==> config.mk <==
export PLATFORM = sky130hd
export DESIGN_NAME = slot_scheduler
export DESIGN_NICKNAME = d
export VERILOG_FILES = /design/src/rtl/slot_scheduler_pkg.sv /design/src/rtl/spec_index_alloc.sv /design/src/rtl/slot_scheduler.sv
export SDC_FILE = /design/constraint.sdc
export NUM_CORES = 1
export LEC_CHECK = 0
export CAP_MARGIN = 0
export CORE_ASPECT_RATIO = 1.4
export CORE_MARGIN = 1
export CORE_UTILIZATION = 25
export DETAILED_ROUTE_END_ITERATION = 10
export GPL_TIMING_DRIVEN = 0
export SETUP_SLACK_MARGIN = 0.15
export SYNTH_ARGS = -nofsm -noshare
export SYNTH_HDL_FRONTEND = slang
export SYNTH_SLANG_ARGS = --single-unit
export TNS_END_PERCENT = 20
==> constraint.sdc <==
create_clock -name clk -period 11.3 [get_ports clk]
set_input_delay 1.13 -clock clk [delete_from_list [all_inputs] [get_ports clk]]
set_output_delay 1.13 -clock clk [all_outputs]
set_load 0.02 [all_outputs]
==> src/rtl/slot_scheduler_pkg.sv <==
// Shared types and sizing for the AXI write slot scheduler.
// Transaction classes, slot entry layout and derived widths.
package slot_scheduler_pkg;

    localparam int SLOT_AMOUNT      = 16;
    localparam int SPEC_SLOT_AMOUNT = 4;
    localparam int PID_WIDTH        = 4;
    localparam int SLOT_IDX_WIDTH   = $clog2(SLOT_AMOUNT);
    localparam int COUNT_WIDTH      = SLOT_IDX_WIDTH + 1;
    localparam int INDEX_WIDTH      = $clog2(SPEC_SLOT_AMOUNT) + 1;
    localparam int SPEC_IDX_WIDTH   = INDEX_WIDTH - 1;

    typedef logic [1:0] tran_state_t;

    localparam tran_state_t REGULAR = 2'd0;
    localparam tran_state_t BLOCK   = 2'd1;
    localparam tran_state_t DIVERT  = 2'd2;
    localparam tran_state_t UNLUCKY = 2'd3;

    typedef struct packed {
        logic                 valid;
        logic                 done;
        logic [PID_WIDTH-1:0] id;
        tran_state_t          tran_type;
    } slot;

endpackage

==> src/rtl/spec_index_alloc.sv <==
// Speculative burst buffer index allocator: used bitmap with
// lowest-free priority pick and a release port.
module spec_index_alloc
    import slot_scheduler_pkg::*;
(
    input  logic                      clk,
    input  logic                      rst_n,
    input  logic                      alloc,
    input  logic                      rel_valid,
    input  logic [SPEC_IDX_WIDTH-1:0] rel_idx,
    output logic                      any_free,
    output logic [SPEC_IDX_WIDTH-1:0] free_idx
);

    logic [SPEC_SLOT_AMOUNT-1:0] used_q;

    always_comb begin
        any_free = ~&used_q;
        free_idx = '0;
        for (int i = SPEC_SLOT_AMOUNT - 1; i >= 0; i--) begin
            if (!used_q[i]) free_idx = SPEC_IDX_WIDTH'(i);
        end
    end

    // Allocation is applied last so it wins if both touch one bit.
    always_ff @(posedge clk or negedge rst_n) begin
        if (!rst_n) begin
            used_q <= '0;
        end else begin
            if (rel_valid) used_q[rel_idx] <= 1'b0;
            if (alloc)     used_q[free_idx] <= 1'b1;
        end
    end

endmodule

==> src/rtl/slot_scheduler.sv <==
// Outstanding AXI write tracker: circular slot table, AW classification,
// in-order retire. Optional DIVERT path gated by SLOT_SCHED_DIVERT_EN.
module slot_scheduler
    import slot_scheduler_pkg::*;
(
    input  logic                      clk,
    input  logic                      rst_n,
    input  logic                      aw_valid,
    output logic                      aw_ready,
    input  logic [PID_WIDTH-1:0]      aw_id,
    input  logic                      b_valid,
    input  logic [PID_WIDTH-1:0]      b_id,
    input  logic                      spec_release,
    input  logic [INDEX_WIDTH-2:0]    spec_release_idx,
    output logic                      alloc_valid,
    output logic [1:0]                alloc_state,
    output logic [SLOT_IDX_WIDTH-1:0] alloc_slot,
    output logic [INDEX_WIDTH-2:0]    alloc_spec_idx,
    output logic                      b_err,
    output logic [SLOT_IDX_WIDTH:0]   occupancy
);

    slot                       tbl_q [SLOT_AMOUNT];
    logic [SLOT_IDX_WIDTH-1:0] head_q;
    logic [SLOT_IDX_WIDTH-1:0] tail_q;
    logic [COUNT_WIDTH-1:0]    count_q;

    logic                      alloc_valid_q;
    tran_state_t               alloc_state_q;
    logic [SLOT_IDX_WIDTH-1:0] alloc_slot_q;
    logic                      b_err_q;

    logic                      hs;
    logic                      retire;
    logic                      aw_hit;
    tran_state_t               aw_hit_state;
    logic                      b_hit;
    logic [SLOT_IDX_WIDTH-1:0] b_hit_idx;
    tran_state_t               cls;
    logic                      spec_alloc;
    logic                      any_free;
    logic [SPEC_IDX_WIDTH-1:0] free_idx;

    assign aw_ready = count_q != COUNT_WIDTH'(SLOT_AMOUNT);
    assign hs       = aw_valid && aw_ready;
    assign retire   = (count_q != '0) && tbl_q[head_q].done;

    // Walk from head so the last aw hit is youngest, the first b hit oldest.
    always_comb begin
        logic [SLOT_IDX_WIDTH-1:0] idx;
        aw_hit       = 1'b0;
        aw_hit_state = REGULAR;
        b_hit        = 1'b0;
        b_hit_idx    = '0;
        idx          = '0;
        for (int k = 0; k < SLOT_AMOUNT; k++) begin
            idx = head_q + SLOT_IDX_WIDTH'(k);
            if (tbl_q[idx].valid && !tbl_q[idx].done) begin
                if (tbl_q[idx].id == aw_id) begin
                    aw_hit       = 1'b1;
                    aw_hit_state = tbl_q[idx].tran_type;
                end
                if (tbl_q[idx].id == b_id && !b_hit) begin
                    b_hit     = 1'b1;
                    b_hit_idx = idx;
                end
            end
        end
    end

`ifdef SLOT_SCHED_DIVERT_EN
    logic [SPEC_IDX_WIDTH-1:0] alloc_spec_q;

    always_comb begin
        cls        = REGULAR;
        spec_alloc = 1'b0;
        if (aw_hit) begin
            if (aw_hit_state == DIVERT || aw_hit_state == UNLUCKY) begin
                cls = UNLUCKY;
            end else if (any_free) begin
                cls        = DIVERT;
                spec_alloc = hs;
            end else begin
                cls = BLOCK;
            end
        end
    end

    spec_index_alloc u_spec (
        .clk       (clk),
        .rst_n     (rst_n),
        .alloc     (spec_alloc),
        .rel_valid (spec_release),
        .rel_idx   (spec_release_idx),
        .any_free  (any_free),
        .free_idx  (free_idx)
    );

    always_ff @(posedge clk or negedge rst_n) begin
        if (!rst_n) begin
            alloc_spec_q <= '0;
        end else if (hs) begin
            alloc_spec_q <= (cls == DIVERT) ? free_idx : '0;
        end
    end

    assign alloc_spec_idx = alloc_spec_q;
`else
    logic unused_spec;

    assign cls            = aw_hit ? BLOCK : REGULAR;
    assign spec_alloc     = 1'b0;
    assign any_free       = 1'b0;
    assign free_idx       = '0;
    assign alloc_spec_idx = '0;
    assign unused_spec    = ^{spec_release, spec_release_idx,
                              aw_hit_state, spec_alloc,
                              any_free, free_idx};
`endif

    always_ff @(posedge clk or negedge rst_n) begin
        if (!rst_n) begin
            for (int i = 0; i < SLOT_AMOUNT; i++) tbl_q[i] <= '0;
            head_q        <= '0;
            tail_q        <= '0;
            count_q       <= '0;
            alloc_valid_q <= 1'b0;
            alloc_state_q <= REGULAR;
            alloc_slot_q  <= '0;
            b_err_q       <= 1'b0;
        end else begin
            alloc_valid_q <= hs;
            b_err_q       <= b_valid && !b_hit;
            if (hs) begin
                alloc_state_q <= cls;
                alloc_slot_q  <= tail_q;
                tbl_q[tail_q] <= '{valid: 1'b1, done: 1'b0,
                                   id: aw_id, tran_type: cls};
                tail_q        <= tail_q + 1'b1;
            end
            if (b_valid && b_hit) tbl_q[b_hit_idx].done <= 1'b1;
            if (retire) begin
                tbl_q[head_q].valid <= 1'b0;
                tbl_q[head_q].done  <= 1'b0;
                head_q              <= head_q + 1'b1;
            end
            count_q <= count_q + COUNT_WIDTH'(hs) - COUNT_WIDTH'(retire);
        end
    end

    assign alloc_valid = alloc_valid_q;
    assign alloc_state = alloc_state_q;
    assign alloc_slot  = alloc_slot_q;
    assign b_err       = b_err_q;
    assign occupancy   = count_q;

endmodule

**After elaboration in Yosys (flattened, before gate mapping)**

Index checks and enable logic that the tools add are counted.

- Bits of input ports: 15
- Register bits after elaboration: 149
- Output and inout port bits: 16
- Word-level logic and storage cells: 392

- Order comparisons: 21
- Equal/unequal tests: 33
- $add $sub $neg: 18
- Multiplexer cells: 160
- Reductions and logical operators: 71
- Bitwise logic cells: 18

Operator list:

| cell | count |
|---|---|
| $bmux W8 S4 | 16 |
| $bwmux W128 | 4 |
| $mux W128 | 3 |
| $mux W8 | 34 |
| $demux W8 S4 | 4 |
| $eq A4 B4 Y1 | 32 |
| $mux W4 | 32 |
| $ge A5 B5 Y1 const B | 18 |
| $not A4 Y5 | 18 |
| $mux W1 | 65 |
| $logic_and A1 B1 Y1 | 38 |
| $add A4 B4 Y4 const B | 8 |
| $logic_not A1 Y1 | 32 |
| $add A4 B3 Y4 const B | 4 |
| $lt A5 B1 Y1 const B | 3 |
| $mux W7 | 2 |
| $add A4 B1 Y4 const B | 2 |
| $add A4 B2 Y4 const B | 2 |
| $add A5 B1 Y5 | 1 |
| $ne A5 B5 Y1 const B | 1 |
| $reduce_bool A5 Y1 | 1 |
| $sub A5 B1 Y5 | 1 |

**Depth between registers and ports, before layout**

Gate-level depths: netlist of the first run.

- Depth after elaboration: 77
- Mapped depth: 21
- Gate-level depth less buffers: 14

**Worst setup path after synthesis of the first run**

OpenSTA, ideal clock, no wires.

- Path type: flip-flop to flip-flop
- From: reg head_q[1]
- To: reg tbl_q[30] (netlist bit)
- Period minus slack after synthesis: 5.064 ns
- Setup time: 0.103 ns
- Data required time: 11.197 ns
- Path slack: 6.236 ns
- Stages on the path, launching flop included: 20
- Arrival time: 4.961 ns
- Path buffers: 6
- Path through: dfrtp_1 buf_2 inv_2 buf_1 ha_1 buf_4 clkbuf_1 mux4_2 mux4_2 xnor2_1 nand3_2 or2_1 buf_2 mux2_4 o21ai_1 a2111o_1 a22oi_1 or3_1 buf_6 o41ai_2

- Word-level cells in the longest chain between the ends: 77
- Elaborated cells between the ends (all ways): 240
- Those cells by class: add/sub: 15; order compare: 4; eq/ne: 16; mux: 122; bitwise: 17; reduce/logical: 66

RTL lines:

| what | line | text |
|---|---|---|
| start, declared | slot_scheduler.sv:24 | `logic [SLOT_IDX_WIDTH-1:0] head_q;` |
| start signal, assigned | slot_scheduler.sv:145 | `head_q <= head_q + 1'b1;` |
| parallel branches: the longest is 76 deep, another holds $add A4 B1 Y4 | - |  |
| $mux W128 * | slot_scheduler.sv:142 | `if (retire) begin` |
| end signal, assigned by index | slot_scheduler.sv:137 | `tbl_q[tail_q] <= '{valid: 1'b1, done: 1'b0,` |
| end, declared | slot_scheduler.sv:23 | `slot tbl_q [SLOT_AMOUNT];` |

Every way passes the cells marked *. The select of a mux whose other input is x is not followed.
A chain may end at the register's enable or synchronous reset.

**Final worst setup path of the first run**

- From: reg head_q[2]
- To: reg tbl_q[126] (netlist bit)

Same word-level chain as after synthesis.

==> flow_metrics.py, run 1 <==
metrics = {
    "logic_synthesis": {
        "ys_seq_area_share_pct": 21.79,
        "synth_edf_count": 0,
        "synth-seq-cells": 116,
        "yosysTopAreaCellShare_pct": 23.33,
        "synth_top_flop_cell": "dfrtp_1",
        "synth_area_um2": 13320,
        "yosys.area.top_type": "mux4_2",
        "ys_types": 93,
        "synthCells": 1248,
        "yosys-top-cells-area": "mux4_2, dfrtp_1, mux2i_1",
        "ys_warn_count": 0,
        "synthArstFlopShare_pct": 100.0,
        "syn_area_per_cell_um2": 10.67,
    },
    "grt": {
        "grt_use_total_pct": 19.86,
        "grt_pass1_wl_mm": 78.28,
        "grt_overflow_total": 0,
        "grt_max_degree": 93,
        "first_global_vias": 11515,
        "antenna_found_initial": 0,
    },
    "clocking": {
        "cts_buffers": 17,
        "cts_tree": "built",
        "cts_resized": 0,
        "clockBufferDepth": 2,
        "root_buffer": "clkbuf_16",
        "cts_hold_buf": 0,
        "htree_levels": 4,
        "cts_setup_buffers": 0,
        "cts.sinks": 116,
        "path_clk_slew_ns": 0.06,
        "clk_latency_ns": 0.43,
    },
    "route": {
        "via_per_inst": 5.732,
        "dr.pass1.iters": 7,
        "route.detailed.drc": 0,
        "vias": 11504,
        "drt_iter0_markers": 1220,
        "drtAntennaViolNets": 0,
        "avgRoutedWirePerCell_um": 26.60,
        "routed_wirelength_mm": 53.39,
    },
    "worst_setup_path": {
        "startpoint_type": "flop",
        "endpoint_kind": "flop",
        "path_depth": 18,
        "cp.required_ns": 11.67,
        "cpPeakStageDelay_ns": 0.87,
        "crit_chain": "buf_2 > inv_2 > clkbuf_1 > ha_1 > buf_2 > buf_2 > buf_1 > o41ai_1 > a211oi_1 > a22oi_2 > nor4b_4 > a21o_1 > nor3_2 > and3_1 > and2_0 > a2111o_1 > a21oi_1 > a31o_2",
        "path_buf_inv": 6,
        "r2r_cells": 18,
        "cp_max_fo": 14,
        "cp.arrival_ns": 8.01,
        "crit_type": "reg -> reg",
        "cp_slowest_cell": "a211oi_1",
        "cp_top_family": "buffers and inverters",
        "critPathMostFrequentCell": "buf_2",
    },
    "sta": {
        "fin_skew_ns": 0.01416,
        "setup_violations": 0,
        "worst_slew_pin_slew_ns": 1.226,
        "final.setup.tns_ns": 0,
        "slew_violations": 0,
        "hold_violations": 0,
        "period_share_pct": 67.63,
        "slew_headroom_pct": 17.68,
        "rsz0062_at_grt": "no",
        "max_freq_mhz": 130.9,
        "period_minus_slack_ns": 7.642,
    },
    "run": {
        "maxCapViolCount": 0,
    },
    "die": {
        "die_height_um": 275.1,
        "core_um2": 52400,
        "die-area_um2": 54230,
        "io_pins": 31,
        "row_count": 99,
        "dieWidth_um": 197.1,
        "initial_core_util_pct": 25.42,
    },
    "placement": {
        "io_buffers": 16,
        "gp_congestion": 1.005,
        "dp_hpwl_mm": 42.32,
    },
    "layout": {
        "syn_to_final_growth_pct": 12.27,
        "num-nets-final": 1325,
        "final_util_pct": 28.54,
        "drive_gt1_share_pct": 25.40,
        "fillers": 5384,
    },
    "min_path": {
        "min_path_type": "reg -> reg",
        "hold_depth": 2,
    },
    "outcome": {
        "status": "finished, final reports clean",
    },
}
==> Yosys cell counts (23+ instances only) <==
master and instances:
mux4_2 138, dfrtp_1 116, mux2i_1 112, xnor2_1 84, nand2_1 73, mux2_2 72
nand3_1 61, xor2_1 59, clkbuf_1 39, inv_1 38, a21oi_1 37, nor2_1 27
nand2b_1 24, ha_1 23, nor3_1 23
==> worst paths after layout <==
kind	start	to	slack, ns
setup / recovery	head_q[2]	tbl_q[126]	3.66
min in group asynchronous	rst_n	async pin	0.55
setup reg to reg	head_q[2]	tbl_q[126]	3.66
max in group asynchronous	rst_n	tbl_q[7]	9.97
hold / removal	alloc_slot[1]	alloc_slot[1]	0.49
hold reg to reg	alloc_slot[1]	alloc_slot[1]	0.49
==> per-layer routing <==
layer  wire length, um  share of wire, %  track usage [%]
met1             18680                35            21.28
met2             26650                50            34.80
met3              3130               5.9            2.268
met4              4930               9.2            17.20
met5                 0                 0                0
==> worst min-delay path, delay by kind of cell, from the launching register on <==
| kind | cells | cell delay [ns] |
|---|---|---|
| AND/OR/NAND/NOR | 1 | 0.05 |
| flip-flops | 1 | 0.35 |
| AO/OA/AOI/OAI | 1 | 0.06 |
==> per-stage QoR <==
stage	hold slack (ns)	setup slack [ns]	instance area, um^2	instances
after floorplan	0.4926	6.236	13330	1250
after global placement	0.4698	3.871	14370	1973
after detailed placement	0.4745	3.910	14400	1974
after CTS	0.4940	3.882	14950	2006
after global routing	0.5492	3.539	14950	2006
final	0.4851	3.658	14960	2007
==> placed cells by master (no fill, tap or decap), drive strengths merged, types with 24 or more instances in the layout <==
| master | instances |
|---|---|
| mux2i | 113 |
| buf | 63 |
| clkbuf | 60 |
| xor2 | 60 |
| nor3 | 26 |
| nand3 | 62 |
| o21ai | 25 |
| mux2 | 75 |
| inv | 43 |
| dfrtp | 116 |
| a21oi | 39 |
| xnor2 | 85 |
| nor2 | 29 |
| mux4 | 139 |
| nand2 | 73 |
| nand2b | 24 |
==> final cells by class <==
cell class | instances | area [um^2] | area share, %
flip-flops and latches | 116 | 2903 | 19.41
multi-input cells | 991 | 9723 | 65.01
plain buffers | 100 | 541.8 | 3.623
diodes | 1 | 2.502 | 0.01673
clock inverters | 11 | 80.08 | 0.5354
inverters | 43 | 161.4 | 1.079
well taps | 707 | 884.6 | 5.915
repair buffers | 17 | 188.9 | 1.263
clock buffers | 21 | 470.5 | 3.146
==> cell families after synthesis <==
logic type      share of synthesized area (%)
buf+inv                                 5.279
compound gates                          10.44
mux                                     38.41
simple gates                            12.10
other cells                           0.02815
xor+xnor                                9.646
flops                                   21.79
fa+ha+maj                               2.311
Power of run 1 is not shown: default switching activity piles up to over one toggle a cycle in this logic, so the estimate is an artifact.
==> run 2: changes to the inputs <==
clock period = 6.4 ns   (was 11.3 ns; I/O delays follow)
==> flow_metrics.py, run 2 (synthesized netlist as in run 1, its figures left out) <==
metrics = {
    "grt": {
        "grt_pass1_wl_mm": 78.58,
        "grt_max_degree": 93,
        "first_global_vias": 11538,
        "grt_use_total_pct": 19.92,
        "antenna_found_initial": 0,
        "grt_overflow_total": 0,
    },
    "placement": {
        "placed_area_um2": 14400,
        "dp_hpwl_mm": 42.32,
        "dp.cells": 1974,
        "io_buffers": 16,
        "gp_congestion": 1.005,
    },
    "die": {
        "row_count": 99,
        "die_height_um": 275.1,
        "die-area_um2": 54230,
        "initial_core_util_pct": 25.42,
        "io_pins": 31,
        "core_um2": 52400,
        "dieWidth_um": 197.1,
    },
    "worst_setup_path": {
        "cp.required_ns": 6.74,
        "crit_type": "reg -> reg",
        "startpoint_type": "flop",
        "endpoint_kind": "flop",
        "cp_max_fo": 14,
        "cp.arrival_ns": 6.55,
    },
    "sta": {
        "period_share_pct": 97.12,
        "slew_violations": 0,
        "fin_skew_ns": 0.01729,
        "max_freq_mhz": 160.9,
        "period_minus_slack_ns": 6.216,
        "setup_violations": 0,
        "worst_slew_pin_slew_ns": 1.191,
        "hold_violations": 0,
        "slew_headroom_pct": 20.01,
        "rsz0062_at_grt": "yes",
    },
    "layout": {
        "syn_to_final_growth_pct": 13.12,
        "drive_gt1_share_pct": 27.04,
        "n_antenna_cell": 0,
        "final_util_pct": 28.76,
        "final_area_um2": 15070,
        "final_cell_mix": "mux4_2, dfrtp_1, mux2i_1, xnor2_1, nand2_1",
        "final_common_cell": "mux4_2",
        "num-nets-final": 1328,
        "instances_no_fill": 2009,
    },
    "route": {
        "drt_iter0_markers": 1131,
        "vias": 11554,
        "route.detailed.drc": 0,
        "drtAntennaViolNets": 0,
        "via_per_inst": 5.751,
        "dr.pass1.iters": 6,
        "routed_wirelength_mm": 53.78,
        "avgRoutedWirePerCell_um": 26.77,
    },
    "clocking": {
        "cts_hold_buf": 0,
        "cts_tree": "built",
        "cts_buffers": 17,
        "cts.sinks": 116,
        "root_buffer": "clkbuf_16",
        "clk_latency_ns": 0.43,
        "htree_levels": 4,
        "path_clk_slew_ns": 0.06,
        "clockBufferDepth": 2,
    },
    "min_path": {
        "min_path_type": "in -> async",
    },
    "outcome": {
        "status": "finished, final reports clean",
    },
    "run": {
        "maxCapViolCount": 0,
    },
}
## run 2: cell types whose count changed in the layout (fill, tap and decap cells not counted), moves of 3 or more
| cell | delta |
|---|---|
| clkbuf_2 | +4 |
| buf_1 | -3 |
| buf_4 | +6 |
| clkbuf_1 | -6 |
| clkbuf_4 | +3 |
## run 2: metrics by stage
step / worst slack [ns] / hold slack, ns / setup TNS, ns
after detailed placement: -0.9899 / 0.4745 / -14.67
after CTS: 0.2294 / 0.04255 / 0
after global placement: -1.029 / 0.4698 / -15.09
after global routing: 0.1000 / 0.06924 / 0
final: 0.1841 / 0.06761 / 0
after floorplan: 1.336 / 0.3444 / 0
## run 2: path summary, 6_finish.rpt
kind	from	end	slack, ns	cells after the start
worst max-delay path	head_q[1]	tbl_q[30]	0.18	19
min in group clk	alloc_slot[1]	alloc_slot[1]	0.48	2
worst max register to register	head_q[1]	tbl_q[30]	0.18	19
max in group asynchronous	rst_n	head_q[1]	5.54	2
worst min register to register	alloc_slot[1]	alloc_slot[1]	0.48	2
worst min-delay path	rst_n	async pin	0.07	1
## run 2: timing repair
item	CTS	global route
cloned	0	0
setup endpoints to repair	16	16
pin swaps	1	0
gates resized for setup	24	15
buffers inserted	3	0
## run 2: area by class of cell
type	instances	area, um^2
multi-input cells	991	9783
clock buffers	21	470.5
plain buffers	100	573.1
inverters	43	161.4
clock inverters	11	80.08
flip-flops and latches	116	2905
well taps	707	884.6
repair buffers	20	211.5
fillers	5378	37330
## run 2: layer usage
layer	GRT usage (%)	wire length, um
met2	34.88	26760
met5	0	0
met1	21.32	18910
met3	2.476	3295
met4	17.03	4808
## run 2: critical path: stages, from the launching register on
cell,delay (ns)
dfrtp_2,0.50
buf_4,0.28
inv_2,0.15
clkbuf_4,0.32
ha_1,0.35
buf_4,0.23
buf_4,0.26
clkbuf_2,0.39
mux4_2,0.50
mux2i_1,0.31
mux2i_1,0.19
xnor2_1,0.18
nand3_1,0.25
o22ai_2,0.19
or3_2,0.60
nor4_2,0.38
nor3_2,0.10
a21oi_1,0.25
nand3_1,0.30
o41ai_2,0.34
Power of run 2 is left out for the same reason.
==> run 3: changes to the inputs <==
clock period = 7.5 ns   (was 6.4 ns; I/O delays follow)
==> flow_metrics.py, run 3 (synthesized netlist as in run 1, its figures left out) <==
metrics = {
    "sta": {
        "final.setup.tns_ns": 0,
        "max_freq_mhz": 141.6,
        "period_share_pct": 94.16,
        "setup_violations": 0,
        "slew_headroom_pct": 17.06,
        "hold_violations": 0,
        "fin_skew_ns": 0.01464,
        "worst_slew_pin_slew_ns": 1.235,
        "slew_violations": 0,
        "rsz0062_at_grt": "no",
        "period_minus_slack_ns": 7.062,
    },
    "grt": {
        "grt_overflow_total": 0,
        "grt_use_total_pct": 19.86,
        "grt_pass1_wl_mm": 78.28,
        "grt_max_degree": 93,
        "antenna_found_initial": 0,
        "first_global_vias": 11515,
    },
    "die": {
        "row_count": 99,
        "core_um2": 52400,
        "die-area_um2": 54230,
        "io_pins": 31,
        "die_height_um": 275.1,
        "dieWidth_um": 197.1,
        "initial_core_util_pct": 25.42,
    },
    "clocking": {
        "cts.sinks": 116,
        "clockBufferDepth": 2,
        "clk_latency_ns": 0.44,
        "cts_buffers": 17,
        "htree_levels": 4,
        "path_clk_slew_ns": 0.06,
        "cts_tree": "built",
        "cts_setup_buffers": 0,
        "root_buffer": "clkbuf_16",
        "cts_hold_buf": 0,
    },
    "worst_setup_path": {
        "cp.required_ns": 7.78,
        "cp.arrival_ns": 7.34,
        "endpoint_kind": "flop",
        "crit_type": "reg -> reg",
        "startpoint_type": "flop",
        "cp_max_fo": 14,
    },
    "route": {
        "avgRoutedWirePerCell_um": 26.65,
        "route.detailed.drc": 0,
        "vias": 11558,
        "drtAntennaViolNets": 0,
        "dr.pass1.iters": 5,
        "via_per_inst": 5.762,
        "routed_wirelength_mm": 53.47,
        "drt_iter0_markers": 1172,
    },
    "layout": {
        "multi_input_area_um2": 9733,
        "n_antenna_cell": 0,
        "final_util_pct": 28.56,
        "syn_to_final_growth_pct": 12.34,
        "register_area_um2": 2903,
        "instances_no_fill": 2006,
        "final_cell_mix": "mux4_2, dfrtp_1, mux2i_1, xnor2_1, nand2_1",
        "fillers": 5381,
        "final_common_cell": "mux4_2",
        "drive_gt1_share_pct": 25.71,
        "num-nets-final": 1325,
    },
    "outcome": {
        "status": "finished, final reports clean",
    },
    "run": {
        "maxCapViolCount": 0,
    },
    "placement": {
        "gp_congestion": 1.005,
        "dp.cells": 1974,
        "dp_hpwl_mm": 42.32,
        "io_buffers": 16,
    },
    "min_path": {
        "min_path_type": "in -> async",
    },
}
run 3: changes by cell type in the layout (fill, tap and decap cells not counted), sizes merged:
cell and delta:
clkdlybuf4s15 -1, buf -2
run 3: stage by stage:
stage          cell area, um^2  setup slack [ns]  hold WS (ns)
3_5_place_dp             14400            0.1101        0.4745
2_1_floorplan            13330             2.436        0.4544
6_report                 14970            0.4377        0.1717
5_1_grt                  14970            0.2697        0.1792
4_1_cts                  14950            0.3344        0.1525
3_3_place_gp             14370           0.07052        0.4698
run 3: final cells by class:
type	count	share of cell area, %
Buffer	100	3.637
Inverter	43	1.079
Sequential cell	116	19.40
Clock buffer	21	3.144
Tap cell	707	5.911
Multi-Input combinational cell	991	65.04
Timing Repair Buffer	17	1.262
Clock inverter	11	0.5351
run 3: path summary, 6_finish.rpt:
| path | from | endpoint | slack (ns) | depth (start not counted) |
|---|---|---|---|---|
| max | head_q[1] | tbl_q[6] | 0.44 | 18 |
| min | rst_n | async pin | 0.17 | 1 |
| max reg2reg | head_q[1] | tbl_q[6] | 0.44 | 18 |
| min reg2reg | alloc_slot[1] | alloc_slot[1] | 0.49 | 2 |
| max in group asynchronous | rst_n | tbl_q[7] | 6.55 | 2 |
| min in group clk | alloc_slot[1] | alloc_slot[1] | 0.49 | 2 |
run 3: repair_timing:
action	in CTS	in global routing
setup endpoints to repair	10	13
resized for setup	1	4
pin swaps	0	0
run 3: layer usage:
metal | GRT usage, % | part of all wire (%) | up-vias
li1 | - | - | 4854
met1 | 21.28 | 35 | 5842
met2 | 34.80 | 50 | 652
met3 | 2.268 | 6.1 | 210
met4 | 17.20 | 9.4 | 0
met5 | 0 | 0 | -
run 3: critical path: stages (launching register included):
cell       delay, ns
dfrtp_1         0.58
buf_2           0.41
inv_2           0.19
clkbuf_2        0.42
ha_1            0.43
buf_4           0.23
buf_4           0.25
clkbuf_1        0.67
mux4_2          0.51
mux2i_1         0.32
mux2i_1         0.22
xnor2_1         0.19
and3_1          0.30
a21oi_1         0.38
nand3_1         0.33
o2111ai_1       0.33
a22oi_1         0.18
nor3_2          0.74
o31ai_1         0.18
Power of run 3 is left out for the same reason.
